==> config.mk <==
export PLATFORM = sky130hd
export DESIGN_NAME = strip_frame_driver
export DESIGN_NICKNAME = d
export VERILOG_FILES = /design/src/rtl/strip_frame_driver.sv
export SDC_FILE = /design/constraint.sdc
export NUM_CORES = 1
export LEC_CHECK = 0
export ABC_AREA = 1
export CORE_MARGIN = 2
export CORE_UTILIZATION = 45
export DETAILED_ROUTE_END_ITERATION = 8
export HOLD_SLACK_MARGIN = 0.06
export PLACE_DENSITY_LB_ADDON = 0.08
export SLEW_MARGIN = 10
export SYNTH_ARGS = -nofsm -noshare
export SYNTH_HDL_FRONTEND = slang
export SYNTH_SLANG_ARGS = --single-unit
==> constraint.sdc <==
create_clock -name clk -period 7.06 [get_ports clk]
set_input_delay 2.118 -clock clk [delete_from_list [all_inputs] [get_ports clk]]
set_output_delay 2.118 -clock clk [all_outputs]
set_load 0.02 [all_outputs]
==> src/rtl/strip_frame_driver.sv <==
// strip_frame_driver: serialises a frame of RGB/RGBW pixels onto a single-wire LED strip.
// Each bit is a fixed TBIT-cycle period whose high time encodes the bit (T1H for 1, T0H for 0).
// After the last bit of the last LED the line is held low for TRESET cycles so the strip latches.
//
// Ports:
//   clk        - single clock, rising edge
//   rst_n      - asynchronous active-low reset
//   start      - request one frame; honoured only when idle
//   frame      - pixel data, LED i at [i*BITS_PER_LED +: BITS_PER_LED], MSB sent first
//   brightness - global scale applied to every 8-bit colour field
//   DO         - serial data line
//   busy       - high while bits or the latch gap are in progress
//   done       - one-cycle pulse on the first idle cycle after the latch gap
//   led_index  - LED currently being sent (0 when not sending)
module strip_frame_driver #(
  parameter int unsigned NUM_LEDS     = 8,
  parameter int unsigned BITS_PER_LED = 24,
  parameter int unsigned T0H          = 20,
  parameter int unsigned T1H          = 40,
  parameter int unsigned TBIT         = 61,
  parameter int unsigned TRESET       = 2500,
  localparam int unsigned LED_W       = (NUM_LEDS > 1) ? $clog2(NUM_LEDS) : 1
) (
  input  logic                             clk,
  input  logic                             rst_n,
  input  logic                             start,
  input  logic [NUM_LEDS*BITS_PER_LED-1:0] frame,
  input  logic [7:0]                       brightness,
  output logic                             DO,
  output logic                             busy,
  output logic                             done,
  output logic [LED_W-1:0]                 led_index
);

  localparam int unsigned CNT_MAX    = (TBIT > TRESET) ? TBIT : TRESET;
  localparam int unsigned CNT_W      = $clog2(CNT_MAX + 1);
  localparam int unsigned BIT_W      = $clog2(BITS_PER_LED + 1);
  localparam int unsigned BIDX_W     = $clog2(BITS_PER_LED);
  localparam int unsigned NUM_FIELDS = BITS_PER_LED / 8;
  localparam int unsigned FRAME_W    = NUM_LEDS * BITS_PER_LED;

  localparam logic [CNT_W-1:0] T0H_LAST    = CNT_W'(T0H - 1);
  localparam logic [CNT_W-1:0] T1H_LAST    = CNT_W'(T1H - 1);
  localparam logic [CNT_W-1:0] TBIT_LAST   = CNT_W'(TBIT - 1);
  localparam logic [CNT_W-1:0] TRESET_LAST = CNT_W'(TRESET - 1);
  localparam logic [BIT_W-1:0] BIT_FIRST   = BIT_W'(BITS_PER_LED - 1);
  localparam logic [LED_W-1:0] LED_LAST    = LED_W'(NUM_LEDS - 1);

  if (NUM_LEDS < 1 || T0H == 0 || T1H <= T0H || TBIT <= T1H || TRESET < 1 ||
      (BITS_PER_LED != 24 && BITS_PER_LED != 32)) begin : gen_bad_params
    $error("strip_frame_driver: illegal NUM_LEDS, timing or BITS_PER_LED parameters");
  end

  typedef enum logic [1:0] {
    StIdle,
    StSendHigh,
    StSendLow,
    StLatch
  } state_e;

  state_e               state_q, state_d;
  logic [CNT_W-1:0]     cnt_q, cnt_d;
  logic [BIT_W-1:0]     bit_q, bit_d;
  logic [LED_W-1:0]     led_q, led_d;
  logic [FRAME_W-1:0]   frame_q, frame_d;
  logic [7:0]           bright_q, bright_d;
  logic                 done_q, done_d;

  logic [BITS_PER_LED-1:0] led_raw;
  logic [BITS_PER_LED-1:0] led_scaled;
  logic [15:0]             prod;
  logic                    cur_bit;
  logic [CNT_W-1:0]        hi_last;

  // Select the shadowed word of the LED in flight.
  always_comb begin
    led_raw = frame_q[BITS_PER_LED-1:0];
    for (int i = 1; i < NUM_LEDS; i++) begin
      if (led_q == LED_W'(i)) begin
        led_raw = frame_q[i*BITS_PER_LED +: BITS_PER_LED];
      end
    end
  end

  // (c * (brightness + 1)) >> 8 per colour field; 255*256 still fits 16 bits.
  always_comb begin
    led_scaled = '0;
    prod       = '0;
    for (int f = 0; f < NUM_FIELDS; f++) begin
      prod = {8'd0, led_raw[f*8 +: 8]} * ({8'd0, bright_q} + 16'd1);
      led_scaled[f*8 +: 8] = 8'(prod >> 8);
    end
  end

  assign cur_bit = led_scaled[bit_q[BIDX_W-1:0]];
  assign hi_last = cur_bit ? T1H_LAST : T0H_LAST;

  always_ff @(posedge clk or negedge rst_n) begin
    if (!rst_n) begin
      state_q  <= StIdle;
      cnt_q    <= '0;
      bit_q    <= '0;
      led_q    <= '0;
      frame_q  <= '0;
      bright_q <= '0;
      done_q   <= 1'b0;
    end else begin
      state_q  <= state_d;
      cnt_q    <= cnt_d;
      bit_q    <= bit_d;
      led_q    <= led_d;
      frame_q  <= frame_d;
      bright_q <= bright_d;
      done_q   <= done_d;
    end
  end

  // cnt_q runs 0..TBIT-1 across both halves of a bit, so the low phase ends at a fixed count
  // regardless of which high time was used.
  always_comb begin
    state_d  = state_q;
    cnt_d    = cnt_q;
    bit_d    = bit_q;
    led_d    = led_q;
    frame_d  = frame_q;
    bright_d = bright_q;
    done_d   = 1'b0;
    unique case (state_q)
      StIdle: begin
        if (start) begin
          frame_d  = frame;
          bright_d = brightness;
          cnt_d    = '0;
          bit_d    = BIT_FIRST;
          led_d    = '0;
          state_d  = StSendHigh;
        end
      end
      StSendHigh: begin
        cnt_d = cnt_q + CNT_W'(1);
        if (cnt_q == hi_last) begin
          state_d = StSendLow;
        end
      end
      StSendLow: begin
        if (cnt_q == TBIT_LAST) begin
          cnt_d   = '0;
          state_d = StSendHigh;
          if (bit_q == '0) begin
            bit_d = BIT_FIRST;
            if (led_q == LED_LAST) begin
              led_d   = '0;
              state_d = StLatch;
            end else begin
              led_d = led_q + LED_W'(1);
            end
          end else begin
            bit_d = bit_q - BIT_W'(1);
          end
        end else begin
          cnt_d = cnt_q + CNT_W'(1);
        end
      end
      StLatch: begin
        if (cnt_q == TRESET_LAST) begin
          cnt_d   = '0;
          state_d = StIdle;
          done_d  = 1'b1;
        end else begin
          cnt_d = cnt_q + CNT_W'(1);
        end
      end
      default: state_d = StIdle;
    endcase
  end

  assign DO        = (state_q == StSendHigh);
  assign busy      = (state_q != StIdle);
  assign done      = done_q;
  assign led_index = (state_q == StSendHigh || state_q == StSendLow) ? led_q : '0;

endmodule

==> results of run 1 <==
[layer usage]
layer / share of wire (%) / GRT usage [%]
met3: 4.2 / 2.43
met1: 45 / 39.7
met4: 2.3 / 7.35
met2: 48 / 49.2
met5: 0 / 0
[worst reg2reg max path: cells and delay by family, from the launching register on]
| family | cells | cell delay, ps |
|---|---|---|
| flops | 1 | 450 |
| buf+inv | 4 | 510 |
| compound gates | 11 | 1800 |
| simple gates | 16 | 1290 |
| fa+ha+maj | 6 | 2560 |
[registers in the layout, indices dropped and copies added (netlist names)]
name	count
cnt_q	12
led_q	3
bright_q	8
state_q	2
done	1
bit_q	5
frame_q	192
[worst paths after layout]
kind,endpoint,slack [ps],depth (start not counted)
max in group asynchronous,bit_q[0],4290,2
worst max register to register,state_q[0],330,37
min in group asynchronous,frame_q[46],1590,1
worst min-delay path,frame_q[72],470,2
worst max-delay path,state_q[0],330,37
worst min register to register,frame_q[72],470,2
[through the flow]
step | cell area, um^2 | worst slack [ps] | utilization, % | hold WS [ps] | setup TNS, ps
6_report | 22100 | 330 | 57.0 | 470 | 0
5_1_grt | 22100 | -32.0 | 57.0 | 497 | -46.5
4_1_cts | 21700 | 13.6 | 56.0 | 475 | 0
3_5_place_dp | 20800 | -318 | 53.7 | 462 | -636
3_3_place_gp | 20800 | -225 | 53.7 | 457 | -449
2_1_floorplan | 17700 | 490 | - | 441 | 0
[placed cells by master, fill, tap and decap left out, types with 4 or more instances in the layout]
cell type                           n
sky130_fd_sc_hd__a211oi_1          11
sky130_fd_sc_hd__a211oi_2           4
sky130_fd_sc_hd__a21oi_1           34
sky130_fd_sc_hd__a21oi_2           22
sky130_fd_sc_hd__buf_12             6
sky130_fd_sc_hd__buf_4             91
sky130_fd_sc_hd__buf_6              6
sky130_fd_sc_hd__clkbuf_1           4
sky130_fd_sc_hd__clkbuf_16         25
sky130_fd_sc_hd__clkbuf_8           5
sky130_fd_sc_hd__clkdlybuf4s50_1  207
sky130_fd_sc_hd__clkinv_2           6
sky130_fd_sc_hd__dfrtp_1          222
sky130_fd_sc_hd__fa_1             119
sky130_fd_sc_hd__ha_1             100
sky130_fd_sc_hd__ha_2               4
sky130_fd_sc_hd__ha_4               6
sky130_fd_sc_hd__inv_1            259
sky130_fd_sc_hd__inv_2             20
sky130_fd_sc_hd__nand2_1          877
sky130_fd_sc_hd__nand2_2           24
sky130_fd_sc_hd__nand2_4            6
sky130_fd_sc_hd__nand3_1          104
sky130_fd_sc_hd__nand3_2           10
sky130_fd_sc_hd__nand3b_1           6
sky130_fd_sc_hd__nand4_1           16
sky130_fd_sc_hd__nor2_1           195
sky130_fd_sc_hd__nor2_4             4
sky130_fd_sc_hd__nor3_1            11
sky130_fd_sc_hd__nor3_2             4
sky130_fd_sc_hd__nor3b_1            4
sky130_fd_sc_hd__o211ai_1          34
sky130_fd_sc_hd__o21ai_0           72
sky130_fd_sc_hd__o21ai_1           18
sky130_fd_sc_hd__o21ai_2            9
sky130_fd_sc_hd__o21bai_1           6
sky130_fd_sc_hd__o22ai_1            9
sky130_fd_sc_hd__or2_2             10
sky130_fd_sc_hd__xnor2_1            4
sky130_fd_sc_hd__xor2_1            16
[cell type report]
| class | instances | area [um^2] | share of cell area (%) |
|---|---|---|---|
| clock buffers | 34 | 709 | 3.21 |
| clock inverters | 11 | 116 | 0.527 |
| inverters | 286 | 1090 | 4.96 |
| multi-input cells | 1771 | 11000 | 49.7 |
| flip-flops and latches | 223 | 5580 | 25.3 |
| well taps | 518 | 648 | 2.93 |
| repair buffers | 311 | 2960 | 13.4 |
[cell families after synthesis]
logic type | count (synthesis) | share of synthesized area (%)
AOI/OAI and AO/OA | 235 | 7.85
xor gates and xnor gates | 20 | 0.989
adders and majority gates | 230 | 21.3
buffers and inverters | 382 | 8.44
DFF | 223 | 31.5
and+or+nand+nor | 1286 | 29.9
[repair_timing]
| item | 4_1_cts | 5_1_grt |
|---|---|---|
| setup buffers | 1 | 10 |
| pin swaps | 5 | 49 |
| endpoints found under the setup margin | 2 | 2 |
| resized for setup | 13 | 109 |
==> flow_summary.ini, run 1 <==
[run_status]
run_status = complete, no violations

[cts]
worst_setup_hold_path_clk_slew_ps = 60
clkSinkCount = 223
clock_latency_ps = 540
ctsHoldBuffers = 0
h-tree-depth = 1
clk_path_buf_depth = 3
cts_root_buffer = sky130_fd_sc_hd__clkbuf_16
cts_inserted_buffers = 25
cts_tree = done

[synthesis]
synth_area_leader_cell = sky130_fd_sc_hd__dfrtp_1
ys_ff_latch = 223
async_reset_ff_share_pct = 100
yosysTopAreaCellShare_pct = 31.5
synth_commonest_cells = 885 x sky130_fd_sc_hd__nand2_1, 276 x sky130_fd_sc_hd__inv_1, 223 x sky130_fd_sc_hd__dfrtp_1, 195 x sky130_fd_sc_hd__nor2_1, 120 x sky130_fd_sc_hd__fa_1
synth_unique_cells = 53
synth_seq_area_share_pct = 31.5
synth.area.top_cells = sky130_fd_sc_hd__dfrtp_1 32%, sky130_fd_sc_hd__nand2_1 19%, sky130_fd_sc_hd__fa_1 14%, sky130_fd_sc_hd__ha_1 7.8%, sky130_fd_sc_hd__inv_1 5.8%
synthMostInstantiatedCell = sky130_fd_sc_hd__nand2_1
post_synth_instance_area_um2 = 17700
number_of_flops_mapped_to_enable_cells_by_yosys = 0
avgSynthCellArea_um2 = 7.46
dominantRegCellSynth = sky130_fd_sc_hd__dfrtp_1
post_synthesis_instance_total = 2376
synth.net_count = 2809
synth.yosys.warnings = 0

[timing]
final.min_clock_period_ps = 6730
final.period_utilization_pct = 95.3
finalSetupViolCount = 0
max_freq_ghz = 0.149
timing_max_transition_violations_final = 0
tightestPinTransition_ps = 932
timing.final.hold_violations = 0
skew_ps = 12.2
worst_slew_margin_rel_pct = 37.9

[finish]
layout-drive-gt1-share_pct = 11.0
inserted_diodes = 0
num-nets-final = 3051
layout.filler_cells = 3691
final-instance-count-excl-fill = 3154
syn_to_final_growth_pct = 24.7

[routing]
routed-via-count = 16332
route.antenna.remaining_nets = 0
drc = 0
detailed_route_vias_per_instance = 5.18
number_of_violations_reported_at_the_end_of_detailed_routing_iteration_0 = 1238
finalWirelength_um = 57800
drt_pass1_iterations = 5
detail_route.wl_per_cell_um = 18.3

[critical_path]
crit_top_cell = sky130_fd_sc_hd__nand2_1
critPathArrivalTime_ps = 7160
path_max_fanout = 9
cpLargestDelayFamily = adder cells
cp_slowest_stage_delay_ps = 540
worstPathRequired_ps = 7490
setup.worst_path.start_class = flip-flop
end_kind = flip-flop
worst-setup-path-type = flip-flop to flip-flop
cp.buffers_inverters = 4
critical_path.slowest_cell = sky130_fd_sc_hd__fa_1
launch_point_of_the_worst_path = led_q[0]
rr_startpoint = led_q[0]

[placed_design]
gpl.final_weighted_congestion = 0.901
quantity_of_i_o_buffers_inserted_on_ports = 208
dp_hpwl_um = 45000
placed_cells = 3098

[min_path]
min_path_type = flip-flop to flip-flop
hold_wc_startpoint = frame_q[72]

[global_routing]
grt_start_max_net_pins = 182
grt_pass1_vias = 17159
groute.usage.overall_pct = 28.9
grt_overflow = 0
global_route_wire_length_before_repair_um = 93100
initial_antenna_violation_count = 0

[die]
row_count = 72
area_of_the_core_um2 = 38700
start_util_pct = 45.7
die_width_um = 202
io_pins = 209
dieArea_um2 = 41000
height_of_the_die_um = 202

[flow_run]
timing.max_cap.violations = 0
Power of run 1 is not shown: default switching activity piles up to over one toggle a cycle in this logic, so the estimate is an artifact.
==> inputs of run 2 (changes only) <==
- CELL_PAD_IN_SITES_DETAIL_PLACEMENT: unset -> 0
- CELL_PAD_IN_SITES_GLOBAL_PLACEMENT: unset -> 2
- CORE_UTILIZATION: 45 -> 30
==> flow_summary.ini, run 2 (synthesis gave the netlist of run 1 again) <==
[critical_path]
critical_path.slowest_cell = sky130_fd_sc_hd__fa_2
path_max_fanout = 10
worstPathRequired_ps = 7530
critPathArrivalTime_ps = 7110
crit_top_cell = sky130_fd_sc_hd__nand2_1
worst-setup-path-type = flip-flop to flip-flop
end_kind = flip-flop
cp_slowest_stage_delay_ps = 620
worst-r2r-cell-count = 36
setup.worst_path.start_class = flip-flop

[timing]
finalSetupViolCount = 0
final.min_clock_period_ps = 6640
max_freq_ghz = 0.150
skew_ps = 10.6
timing_max_transition_violations_final = 0
layout_setup_ws_ps = 415
timing.setup.tns_ps = 0
timing.final.hold_violations = 0
rsz0062_at_grt = true
worst_slew_margin_rel_pct = 41.0
tightestPinTransition_ps = 885
final.period_utilization_pct = 94.1

[placed_design]
quantity_of_i_o_buffers_inserted_on_ports = 208
gpl.final_weighted_congestion = 0.853
dp_hpwl_um = 50600
dp_slack_ps = -96.4

[die]
dieArea_um2 = 61000
area_of_the_core_um2 = 58700
die_width_um = 247
row_count = 89
io_pins = 209
height_of_the_die_um = 247
start_util_pct = 30.2

[finish]
largest_register = frame_q
syn_to_final_growth_pct = 28.9
biggestRegsByFlops = frame_q x192, cnt_q x12, bright_q x8
layout-drive-gt1-share_pct = 12.4
most-common-layout-cells = 876 x sky130_fd_sc_hd__nand2_1, 261 x sky130_fd_sc_hd__inv_1, 222 x sky130_fd_sc_hd__dfrtp_1
commonest_non_fill_non_tap_cell_in_the_layout = sky130_fd_sc_hd__nand2_1
inserted_diodes = 0
layout.filler_cells = 6150
num-nets-final = 3092
largest_register_ffs = 192

[cts]
worst_setup_hold_path_clk_slew_ps = 70
cts_inserted_buffers = 28
clk_path_buf_depth = 3
clock_latency_ps = 570
cts_tree = done
clkSinkCount = 223
cts_root_buffer = sky130_fd_sc_hd__clkbuf_16
h-tree-depth = 1

[global_routing]
grt_pass1_vias = 17082
grt_overflow = 0
global_route_wire_length_before_repair_um = 99600
initial_antenna_violation_count = 1
grt_start_max_net_pins = 119
groute.usage.overall_pct = 21.4

[routing]
drc = 0
detail_route.wl_per_cell_um = 18.5
drt_pass1_iterations = 5
route.antenna.remaining_nets = 0
number_of_violations_reported_at_the_end_of_detailed_routing_iteration_0 = 853
finalWirelength_um = 63700
detailed_route_vias_per_instance = 4.68
routed-via-count = 16127

[flow_run]
timing.max_cap.violations = 0

[min_path]
whs_path_depth = 2
min_path_type = flip-flop to flip-flop

[run_status]
run_status = complete, no violations
[run 2: metrics by stage]
stage | std cells | area (um^2) | util (%) | hold WS [ps]
final | 3449 | 22800 | 38.9 | 474
after global routing | 3449 | 22800 | 38.9 | 488
after CTS | 3435 | 22300 | 38.0 | 474
after detailed placement | 3388 | 21400 | 36.4 | 458
after global placement | 3388 | 21400 | 36.4 | 456
after floorplan | 2376 | 17700 | - | 441
[run 2: final timing paths]
| kind | startpoint | to | slack (ps) |
|---|---|---|---|
| setup / recovery | led_q[2] | state_q[0] | 420 |
| hold / removal | frame_q[143] | frame_q[143] | 470 |
| setup reg to reg | led_q[2] | state_q[0] | 420 |
| hold reg to reg | frame_q[143] | frame_q[143] | 470 |
| max in group asynchronous | rst_n | frame_q[181] | 4310 |
| min in group asynchronous | rst_n | frame_q[27] | 1550 |
[run 2: layout make-up]
class / count / area [um^2] / share of cell area, %
Tap cell: 773 / 967 / 4.23
Timing Repair Buffer: 349 / 3250 / 14.2
Inverter: 286 / 1100 / 4.81
Clock inverter: 8 / 96.3 / 0.422
Sequential cell: 223 / 5580 / 24.4
Multi-Input combinational cell: 1771 / 11100 / 48.5
Clock buffer: 39 / 782 / 3.42
[run 2: routing by layer]
layer  vias up  global-route usage, %  wire [um]
li1       7991                      -          -
met1      7779                   28.9      29500
met2       303                   37.4      31100
met3        54                   2.14       2210
met4         0                   3.15        912
met5         -                      0          0
[run 2: repair_timing]
item,in CTS,in global routing
buffers inserted,0,14
setup endpoints to repair,2,2
endpoints found under the hold margin,0,0
pin swaps,1,45
hold buffers,0,0
resized for setup,10,120
[run 2: worst max-delay path: cells and delay by family, from the launching register on]
family,cells,cell delay [ps]
buffers and inverters,6,820
flip-flops,1,470
adder cells (fa/ha/maj),5,2440
AND/OR/NAND/NOR,15,1240
AO/OA/AOI/OAI,10,1540
Power of run 2 is left out for the same reason.
==> inputs of run 3 (changes only) <==
- ABC_AREA: 1 -> unset
- CORE_UTILIZATION: 30 -> 33
==> flow_summary.ini, run 3 <==
[synthesis]
post_synth_instance_area_um2 = 17600
avgSynthCellArea_um2 = 9.94
synth.net_count = 2203
dominantRegCellSynth = sky130_fd_sc_hd__dfrtp_1
synth_area_leader_cell = sky130_fd_sc_hd__dfrtp_1
async_reset_ff_share_pct = 100
number_of_flops_mapped_to_enable_cells_by_yosys = 0
yosysTopAreaCellShare_pct = 31.7
synthMostInstantiatedCell = sky130_fd_sc_hd__dfrtp_1
synth_commonest_cells = 223 x sky130_fd_sc_hd__dfrtp_1, 200 x sky130_fd_sc_hd__mux2_2, 176 x sky130_fd_sc_hd__nor2_1, 167 x sky130_fd_sc_hd__nand2_1, 166 x sky130_fd_sc_hd__inv_1
ys_ff_latch = 223
synth_seq_area_share_pct = 31.7
synth.yosys.warnings = 0
synth_unique_cells = 95
synth.area.top_cells = sky130_fd_sc_hd__dfrtp_1 32%, sky130_fd_sc_hd__fa_1 14%, sky130_fd_sc_hd__mux2_2 13%, sky130_fd_sc_hd__ha_1 7.8%, sky130_fd_sc_hd__nor2_1 3.8%
post_synthesis_instance_total = 1770

[critical_path]
end_kind = flip-flop
rr_startpoint = led_q[0]
cp_slowest_stage_delay_ps = 570
critPathArrivalTime_ps = 7870
setup.worst_path.start_class = flip-flop
launch_point_of_the_worst_path = led_q[0]
path_max_fanout = 5
worst-setup-path-type = flip-flop to flip-flop
worstPathRequired_ps = 7530
worst-r2r-cell-count = 32
crit_top_cell = sky130_fd_sc_hd__fa_1
critical_path.endpoint = state_q[1]
regToRegEndpoint = state_q[1]
critical_path.slowest_cell = sky130_fd_sc_hd__fa_1
setup.reg_to_reg.worst_slack_ps = -330

[cts]
clock_latency_ps = 550
ctsHoldBuffers = 0
worst_setup_hold_path_clk_slew_ps = 60
clk_path_buf_depth = 3
cts_inserted_buffers = 26
cts_root_buffer = sky130_fd_sc_hd__clkbuf_16
cts_tree = done
clkSinkCount = 223
h-tree-depth = 1

[timing]
max_freq_ghz = 0.135
finalSetupViolCount = 2
layout_setup_ws_ps = -333
fin_worst_hold_slack_ps = 501
skew_ps = 9.18
timing.setup.tns_ps = -661
final.min_clock_period_ps = 7390
worst_slew_margin_rel_pct = 13.1
tightestPinTransition_ps = 1290
timing.final.hold_violations = 0
timing_max_transition_violations_final = 0
rsz0062_at_grt = true
final.period_utilization_pct = 105

[finish]
most-common-layout-cells = 222 x sky130_fd_sc_hd__dfrtp_1, 207 x sky130_fd_sc_hd__clkdlybuf4s50_1, 200 x sky130_fd_sc_hd__mux2_2
commonest_non_fill_non_tap_cell_in_the_layout = sky130_fd_sc_hd__dfrtp_1
syn_to_final_growth_pct = 33.7
layout-drive-gt1-share_pct = 28.5
largest_register = frame_q
biggestRegsByFlops = frame_q x192, cnt_q x12, bright_q x8
num-nets-final = 2565
largest_register_ffs = 192
final-instance-count-excl-fill = 2843

[routing]
top_layer_used = met5
detailed_route_vias_per_instance = 5.02
routed-via-count = 14286
drt_pass1_iterations = 5
met3_wl_post_dr_um = 2400
route.antenna.remaining_nets = 0
met2WireLength_um = 27200
drc = 0
number_of_violations_reported_at_the_end_of_detailed_routing_iteration_0 = 648
finalWirelength_um = 57000
wl_met1_um = 25800
detail_route.wl_per_cell_um = 20.1

[global_routing]
grt_overflow = 0
initial_antenna_violation_count = 10
groute.usage.overall_pct = 20.6
global_route_wire_length_before_repair_um = 88500
grt_pass1_vias = 15129
grt_start_max_net_pins = 149

[die]
start_util_pct = 33.4
dieArea_um2 = 55200
io_pins = 209
die_width_um = 235
height_of_the_die_um = 235
row_count = 84
area_of_the_core_um2 = 52700

[placed_design]
gpl.final_weighted_congestion = 0.833
quantity_of_i_o_buffers_inserted_on_ports = 208
dp_hpwl_um = 44700
placed_cells = 2766

[power]
leak_pwr_nw = 11.0
power.density_cell_area_nw_per_um2 = 132
ir_worst_vdd_mv = 0.177

[run_status]
violations = negative setup slack
run_status = finished with violations

[min_path]
min_path_type = flip-flop to flip-flop

[flow_run]
timing.max_cap.violations = 0
-- run 3: cell count changes in the layout (fill, tap and decap cells not counted), sizes merged, moves of 18 or more --
cell    delta
nand3     -92
nand2b    +18
buf       +65
a211oi    +24
nor2b     +24
nand2    -741
o21ai     -34
a21oi     +27
and2      +27
nor2      -25
mux2i     +22
inv      -115
mux2     +202
o211ai    -28
-- run 3: cell families (layout without fill, tap and decap cells) --
kind of cell | after synthesis | after routing | share of synthesized area, %
xor+xnor | 30 | 30 | 1.49
mux | 224 | 224 | 14.2
buf+inv | 249 | 630 | 5.60
simple gates | 524 | 524 | 14.0
flops | 223 | 223 | 31.7
other cells | 0 | 3 | 0
fa+ha+maj | 230 | 230 | 21.5
compound gates | 290 | 291 | 11.4
-- run 3: through the flow --
step           total power, mW  worst slack [ps]  cell area (um^2)  util (%)
2_1_floorplan             1.45              40.0             17700         -
3_3_place_gp              1.73              -619             21800      41.3
3_5_place_dp              1.73              -627             21800      41.3
4_1_cts                   3.13              -335             22900      43.5
5_1_grt                   3.24              -618             23500      44.6
6_report                  3.11              -333             23500      44.7
-- run 3: critical path, delay by kind of cell, from the launching register on --
kind | cells | cell delay, ps
mux | 1 | 350
simple gates | 6 | 1300
fa+ha+maj | 6 | 2460
buf+inv | 6 | 750
compound gates | 13 | 2020
flops | 1 | 440
-- run 3: power by group --
group	total (mW)	switching (mW)	internal (mW)
logic	0.458	0.223	0.235
clock network	1.37	0.543	0.824
registers	1.28	0.00409	1.28
total	3.11	0.770	2.34
-- run 3: final cells by class --
class                           count  area (um^2)
Clock buffer                       40          733
Inverter                          167          627
Fill cell                        5115        29100
Timing Repair Buffer              415         3850
Tap cell                          688          861
Sequential cell                   223         5580
Clock inverter                      8          129
Antenna cell                        3         7.51
Multi-Input combinational cell   1299        11700
-- run 3: worst min-delay path by stage --
stage	startpoint	to	slack [ps]	depth (start not counted)
after floorplan	cnt_q[9]	cnt_q[9]	460	1
after global placement	cnt_q[9]	cnt_q[9]	480	1
after detailed placement	cnt_q[9]	cnt_q[9]	490	1
after CTS	cnt_q[9]	cnt_q[9]	500	1
after global routing	frame_q[114]	frame_q[114]	510	1
final	frame_q[121]	frame_q[121]	500	1
-- run 3: timing repair --
| item | 4_1_cts | 5_1_grt |
|---|---|---|
| endpoints found under the setup margin | 2 | 2 |
| cloned | 0 | 2 |
| pin swaps | 33 | 63 |
| setup buffers | 10 | 15 |
| resized for setup | 49 | 100 |
-- run 3: per-layer routing --
metal  global-route usage, %  vias to the layer above
li1                        -                     6778
met1                    27.6                     7154
met2                    34.5                      256
met3                    3.24                       82
met4                    5.47                       16
met5                       0                        -
Note: power is estimated with default switching activity, not from simulation.
